**src/rtl/evo_csr_pkg.sv**
```systemverilog
// Shared widths, FSM state encoding and a small round-robin helper for the
// CSR arbiter and its round-robin selector.
package evo_csr_pkg;

  localparam int CSR_AWIDTH = 8;
  localparam int CSR_DWIDTH = 32;

  typedef enum logic [1:0] {
    ST_IDLE   = 2'd0,
    ST_ISSUE  = 2'd1,
    ST_RDWAIT = 2'd2
  } csr_state_e;

  // Index that gets top priority after a grant to idx, wrapping at n.
  function automatic int unsigned rr_next_idx(input int unsigned idx, input int unsigned n);
    return ((idx + 32'd1) >= n) ? 32'd0 : (idx + 32'd1);
  endfunction

endpackage

```
**src/rtl/evo_rr_arb.sv**
```systemverilog
// Round-robin selector: the first requester at or after i_ptr (wrapping) wins.
// Purely combinational; the caller owns and advances the pointer.
module evo_rr_arb #(
  parameter int N     = 2,
  parameter int IDX_W = $clog2(N)
) (
  input  logic [N-1:0]     i_req,
  input  logic [IDX_W-1:0] i_ptr,
  output logic [N-1:0]     o_gnt,
  output logic [IDX_W-1:0] o_gnt_idx,
  output logic             o_any
);

  logic [IDX_W-1:0] w_cand [N];

  // Candidate k is the master k places after the pointer.
  always_comb begin
    for (int k = 0; k < N; k++) begin
      w_cand[k] = IDX_W'((32'(i_ptr) + 32'(k)) % 32'(N));
    end
  end

  always_comb begin
    o_gnt     = '0;
    o_gnt_idx = '0;
    o_any     = 1'b0;
    for (int k = 0; k < N; k++) begin
      if (!o_any && i_req[w_cand[k]]) begin
        o_any     = 1'b1;
        o_gnt_idx = w_cand[k];
      end
    end
    o_gnt[o_gnt_idx] = o_any;
  end

endmodule

```
**src/rtl/evo_csr_arb.sv**
```systemverilog
// Shares one Avalon-MM CSR slave among NUM_MST masters, one transaction at a
// time, with round-robin grant and a read-timeout that forces a zero completion.
module evo_csr_arb
  import evo_csr_pkg::*;
#(
  parameter int NUM_MST    = 2,
  parameter int RD_TIMEOUT = 16
) (
  input  logic                                clk,
  input  logic                                rstn,
  input  logic [NUM_MST-1:0][CSR_AWIDTH-1:0]  mst_address,
  input  logic [NUM_MST-1:0]                  mst_read,
  input  logic [NUM_MST-1:0]                  mst_write,
  input  logic [NUM_MST-1:0][CSR_DWIDTH-1:0]  mst_writedata,
  output logic [NUM_MST-1:0]                  mst_waitrequest,
  output logic [NUM_MST-1:0]                  mst_readdatavalid,
  output logic [NUM_MST-1:0][CSR_DWIDTH-1:0]  mst_readdata,
  output logic [CSR_AWIDTH-1:0]               csr_address,
  output logic                                csr_read,
  output logic                                csr_write,
  output logic [CSR_DWIDTH-1:0]               csr_writedata,
  input  logic                                csr_waitrequest,
  input  logic                                csr_readdatavalid,
  input  logic [CSR_DWIDTH-1:0]               csr_readdata,
  output logic                                rd_timeout_err,
  output csr_state_e                          o_dbg_state
);

  localparam int IDX_W = $clog2(NUM_MST);
  localparam int CNT_W = $clog2(RD_TIMEOUT + 1);

  // Handshake: a master command is taken on the cycle its mst_waitrequest is
  // low; the slave takes csr_read/csr_write on the cycle csr_waitrequest is low.
  csr_state_e                         r_state;
  csr_state_e                         w_state_nxt;
  logic [IDX_W-1:0]                   r_grant_f;
  logic [NUM_MST-1:0]                 r_grant_oh;
  logic [IDX_W-1:0]                   r_ptr;
  logic [CNT_W-1:0]                   r_cnt;
  logic [NUM_MST-1:0]                 r_rdv;
  logic [NUM_MST-1:0][CSR_DWIDTH-1:0] r_rdata;
  logic                               r_err;

  logic [NUM_MST-1:0]                 w_req;
  logic [NUM_MST-1:0]                 w_arb_gnt;
  logic [IDX_W-1:0]                   w_arb_idx;
  logic                               w_arb_any;
  logic                               w_is_wr;
  logic                               w_is_rd;
  logic                               w_accept;
  logic                               w_rd_done;
  logic                               w_rd_timeout;
  logic                               w_take_grant;

  assign w_req = mst_read | mst_write;

  evo_rr_arb #(
    .N     (NUM_MST),
    .IDX_W (IDX_W)
  ) u_rr_arb (
    .i_req     (w_req),
    .i_ptr     (r_ptr),
    .o_gnt     (w_arb_gnt),
    .o_gnt_idx (w_arb_idx),
    .o_any     (w_arb_any)
  );

  // A simultaneous read+write from one master is treated as a write.
  assign w_is_wr      = mst_write[r_grant_f];
  assign w_is_rd      = mst_read[r_grant_f] & ~w_is_wr;
  assign w_accept     = (r_state == ST_ISSUE) & ~csr_waitrequest;
  assign w_rd_done    = (r_state == ST_RDWAIT) & csr_readdatavalid;
  assign w_rd_timeout = (r_state == ST_RDWAIT) & ~csr_readdatavalid & (r_cnt <= CNT_W'(1));
  assign w_take_grant = (r_state == ST_IDLE) & w_arb_any;

  assign csr_address   = mst_address[r_grant_f];
  assign csr_writedata = mst_writedata[r_grant_f];
  assign csr_write     = (r_state == ST_ISSUE) & w_is_wr;
  assign csr_read      = (r_state == ST_ISSUE) & w_is_rd;

  assign mst_waitrequest   = ~(r_grant_oh & {NUM_MST{w_accept}});
  assign mst_readdatavalid = r_rdv;
  assign mst_readdata      = r_rdata;
  assign rd_timeout_err    = r_err;
  assign o_dbg_state       = r_state;

  always_ff @(posedge clk or negedge rstn) begin
    if (!rstn) begin
      r_state <= ST_IDLE;
    end else begin
      r_state <= w_state_nxt;
    end
  end

  always_comb begin
    w_state_nxt = r_state;
    unique case (r_state)
      ST_IDLE:   if (w_arb_any) w_state_nxt = ST_ISSUE;
      ST_ISSUE:  if (!csr_waitrequest) w_state_nxt = w_is_rd ? ST_RDWAIT : ST_IDLE;
      ST_RDWAIT: if (w_rd_done || w_rd_timeout) w_state_nxt = ST_IDLE;
      default:   w_state_nxt = ST_IDLE;
    endcase
  end

  always_ff @(posedge clk or negedge rstn) begin
    if (!rstn) begin
      r_grant_f  <= '0;
      r_grant_oh <= NUM_MST'(1);
      r_ptr      <= '0;
    end else if (w_take_grant) begin
      r_grant_f  <= w_arb_idx;
      r_grant_oh <= w_arb_gnt;
      r_ptr      <= IDX_W'(rr_next_idx(32'(w_arb_idx), NUM_MST));
    end
  end

  // Counter reaching zero on the last allowed RDWAIT cycle is the timeout.
  always_ff @(posedge clk or negedge rstn) begin
    if (!rstn) begin
      r_cnt <= '0;
    end else if (w_accept && w_is_rd) begin
      r_cnt <= CNT_W'(RD_TIMEOUT);
    end else if (w_rd_done || w_rd_timeout) begin
      r_cnt <= '0;
    end else if ((r_state == ST_RDWAIT) && (r_cnt != '0)) begin
      r_cnt <= r_cnt - 1'b1;
    end
  end

  always_ff @(posedge clk or negedge rstn) begin
    if (!rstn) begin
      r_rdv   <= '0;
      r_rdata <= '0;
      r_err   <= 1'b0;
    end else begin
      r_rdv <= '0;
      if (w_rd_done || w_rd_timeout) begin
        r_rdv              <= r_grant_oh;
        r_rdata[r_grant_f] <= w_rd_done ? csr_readdata : '0;
      end
      if (w_rd_timeout) begin
        r_err <= 1'b1;
      end
    end
  end

endmodule

```
**config.mk**
```make
export PLATFORM = sky130hd
export DESIGN_NAME = evo_csr_arb
export DESIGN_NICKNAME = d
export VERILOG_FILES = /design/src/rtl/evo_csr_pkg.sv /design/src/rtl/evo_rr_arb.sv /design/src/rtl/evo_csr_arb.sv
export SDC_FILE = /design/constraint.sdc
export NUM_CORES = 1
export LEC_CHECK = 0
export CAP_MARGIN = 20
export CORE_ASPECT_RATIO = 1.75
export CORE_UTILIZATION = 39
export CTS_BUF_LIST = sky130_fd_sc_hd__clkbuf_8 sky130_fd_sc_hd__clkbuf_16
export CTS_CLUSTER_DIAMETER = 60
export DETAILED_ROUTE_END_ITERATION = 10
export PLACE_DENSITY = 0.86
export SLEW_MARGIN = 20
export SYNTH_ARGS = -nofsm -noshare
export SYNTH_HDL_FRONTEND = slang
export SYNTH_SLANG_ARGS = --single-unit
```
**constraint.sdc**
```tcl
create_clock -name clk -period 3.9 [get_ports clk]
set_clock_uncertainty 0.15 [all_clocks]
set_input_delay 0.585 -clock clk [delete_from_list [all_inputs] [get_ports clk]]
set_output_delay 0.585 -clock clk [all_outputs]
set_load 0.005 [all_outputs]
```
==> results.sh <==
export IMPL_cts_tree="built"
export IMPL_setup_tns_ps=0
export IMPL_ys_seq_elements=78
export IMPL_tightestPinTransition_ps=999.6
export IMPL_synth_lib_cells_used_distinct=37
export IMPL_worst_skew_pair_late_latency_ps=330
export IMPL_core_area_um2=8783
export IMPL_wl_per_instance_um=20.56
export IMPL_synthCells=282
export IMPL_area_delta_synth_final_pct=75.78
export IMPL_syn_area_um2=3560
export IMPL_power_internal_mw=2.885
export IMPL_maxCapViolCount=0
export IMPL_initialDrtViolationCount=216
export IMPL_grt_max_degree=79
export IMPL_floorplan_die_width_um=74.22
export IMPL_slew_violations=0
export IMPL_grt_pass1_wl_um=19000
export IMPL_power_per_cell_area_nw_per_um2=667.5
export IMPL_post_synth_xor_xnor_area_pct=0.2460
export IMPL_critical_path_slowest_cell="dfrtp_2"
export IMPL_holdCritPathClass="in -> async"
export IMPL_final_hold_viol_count=0
export IMPL_clock_sink_total=78
export IMPL_slew_headroom_pct=33.36
export IMPL_cts_made_buffers=9
export IMPL_post_synthesis_average_cell_area_um2=12.62
export IMPL_n_fill_cell=648
export IMPL_cts_resized=0
export IMPL_floorplan_initialDensity_pct=40.53
export IMPL_nets=631
export IMPL_dp_hpwl_um=9603
export IMPL_grt_use_total_pct=27.20
export IMPL_netlist_top_cell_by_area="dfrtp_1"
export IMPL_power_ir_vdd_worst_uv=459.0
export IMPL_sw_share_pct=30.94
export IMPL_worst_setup_hold_path_clk_slew_ps=60
export IMPL_yosys_warnings=0
export IMPL_timing_final_crit_share_pct=75.88
export IMPL_grt_ovfl_total=0
export IMPL_area_fraction_in_and_or_nand_and_nor_cells_after_synthesis_pct=7.206
export IMPL_number_of_nets_still_failing_antenna_checks_after_routing=0
export IMPL_diodes=0
export IMPL_final_hold_worst_slack_ps=246.9
export IMPL_number_of_setup_buffers_added_after_cts=0
export IMPL_synth_top_cells_by_area="dfrtp_1, mux2_2, a32o_1, o2bb2ai_1, nand2_1"
export IMPL_vias_per_cell=5.516
export IMPL_power_frac_seq_pct=34.2
export IMPL_time_the_final_worst_path_needs_with_i_o_delays_and_setup_ps=2959
export IMPL_async_reset_ff_share_pct=100.0
export IMPL_root_buffer="clkbuf_16"
export IMPL_synth_top_family_by_area="compound AO/OA/AOI/OAI gates"
export IMPL_initial_antenna_violation_count=0
export IMPL_timing_critical_path_slowest_cell_delay_ps=660
export IMPL_mappedNetlistNets=405
export IMPL_place_gp_congestion=1.025
export IMPL_synth_most_common_cell="dfrtp_1"
export IMPL_upper_clock_frequency_limit_ghz=0.3379
export IMPL_fin_area_um2=6257
export IMPL_prevailing_post_synth_register_cell="dfrtp_1"
export IMPL_crit_path_end_kind="output pin"
export IMPL_power_share_clock_pct=18.6
export IMPL_synthDominantCellAreaShare_pct=54.13
export IMPL_outcome="completed"
export IMPL_muxShareOfSynthArea_pct=13.50
export IMPL_ctsHtreeMaxLevel=3
export IMPL_crit_chain="buf_4 -> mux2_2 -> clkdlybuf4s50_1"
export IMPL_power_switching_mw=1.292
export IMPL_worst_ep_required_time_ps=3160
export IMPL_crit_path_max_fo=22
export IMPL_number_of_hold_repair_buffers_added_at_the_cts_stage=0
export IMPL_io_pins=233
export IMPL_critical_path_arrival_ps=2220
export IMPL_final_critical_path_setup_slack_ps=940.7
export IMPL_setup_repair_after_global_routing_missed_its_margin="false"
export IMPL_route_vias_total=3475
export IMPL_critical_path_startpoint_type="flop"
export IMPL_detail_route_drc_violations=0
export IMPL_vias_in_the_first_global_route=3522
export IMPL_synth_enable_flop_cells=0
export IMPL_power_leakage_nw=2.545
export IMPL_placement_cell_area_um2=5973
export IMPL_p_comb_share_pct=47.2
export IMPL_synth_sequential_area_ratio_pct=54.87
export IMPL_ctsLongestPathBuffers=2
export IMPL_compound_gate_portion_of_the_synthesized_area_pct=19.89
export IMPL_drt_pass1_iter_count=4
export IMPL_leading_cell_types_by_count_after_synthesis="dfrtp_1, a32o_1, mux2_2"
export IMPL_core_rowCount=45
export IMPL_fp_dieArea_um2=9529
export IMPL_chip_height_um=128.4
export IMPL_route_final_wire_length_um=12950
export IMPL_synth_adder_area_share_pct=1.054
export IMPL_total_power_mw=4.177
export IMPL_port_buffers=232
export IMPL_setup_viol_count_final=0
export IMPL_timing_setup_critical_path_class="reg -> out"
export IMPL_post_route_cells_drive_above_1_share_pct=13.65
export IMPL_pre_cts_ws_ps=1177
## placed cells by master, fill, tap and decap left out, types with 2 or more instances in the layout
| cell type | count |
|---|---|
| o21ai_0 | 5 |
| or4_1 | 2 |
| mux2_2 | 40 |
| ha_1 | 3 |
| a21boi_0 | 2 |
| mux2i_1 | 3 |
| nand3_1 | 2 |
| inv_1 | 3 |
| buf_4 | 7 |
| clkbuf_16 | 9 |
| a32o_1 | 40 |
| a21oi_1 | 2 |
| clkinvlp_4 | 3 |
| dfrtp_1 | 76 |
| nor3b_1 | 2 |
| nor2_1 | 12 |
| o2bb2ai_1 | 24 |
| clkdlybuf4s50_1 | 231 |
| nor3_1 | 3 |
| nand2_1 | 20 |
## metrics by stage
step,std cells,utilization (%)
after floorplan,282,-
after detailed placement,614,68.01
after global placement,614,68.01
after global routing,630,71.24
final,630,71.24
after CTS,630,71.24
## path summary, 6_finish.rpt
| path | slack (ps) | to | from | cells after the start |
|---|---|---|---|---|
| worst min-delay path | 250 | mst_readdata[62] | rstn | 1 |
| max in group asynchronous | 2660 | r_grant_f | rstn | 1 |
| worst max register to register | 1650 | mst_readdata[9] | o_dbg_state[1] | 4 |
| min in group clk | 340 | mst_readdata[40] | mst_readdata[40] | 1 |
| worst min register to register | 340 | mst_readdata[40] | mst_readdata[40] | 1 |
| worst max-delay path | 940 | csr_address[0] | r_grant_f | 3 |
## logic make-up (layout without fill, tap and decap cells)
| kind of cell | count (synthesis) | after routing |
|---|---|---|
| compound gates | 79 | 79 |
| flops | 78 | 78 |
| simple gates | 51 | 51 |
| mux | 43 | 43 |
| buf+inv | 27 | 258 |
| fa+ha+maj | 3 | 3 |
| xor+xnor | 1 | 1 |
## worst max-delay path: cells and delay by family, from the launching register on
kind | cells | cell delay [ps]
buf+inv | 2 | 810
flops | 1 | 660
mux | 1 | 410
## power by group through the flow
| stage | Sequential (mW) | Combinational, mW | Clock, mW |
|---|---|---|---|
| finish | 1.43 | 1.97 | 0.779 |
| global route | 1.47 | 2.10 | 0.832 |
| CTS | 1.43 | 1.99 | 0.795 |
| detailed placement | 1.43 | 1.98 | 0 |
| global placement | 1.41 | 1.94 | 0 |
| floorplan | 1.38 | 0.764 | 0 |
## final cells by class
class	instances	area [µm²]	area share, %
clock buffer	10	239.0	3.819
clock inverter	6	45.04	0.7199
inverter	4	15.01	0.2400
multi-input combinational	177	1493	23.86
sequential	78	1954	31.23
tap	117	146.4	2.340
timing repair buffer	238	2365	37.79
## routing by layer
metal	share of wire, %	GRT usage, %	up-vias
met5	0	0	-
met4	4.0	11.88	0
met3	8.0	6.969	40
met2	53	49.14	182
met1	35	29.01	1712
li1	-	-	1541
## flip-flops by register name, summed over array words and instances, names as in the netlist
name,cells
mst_readdata,64
mst_readdatavalid,2
o_dbg_state,2
r_cnt,5
r_grant_f,1
r_grant_oh,2
r_ptr,1
rd_timeout_err,1
Note: power is estimated with default switching activity, not from simulation.
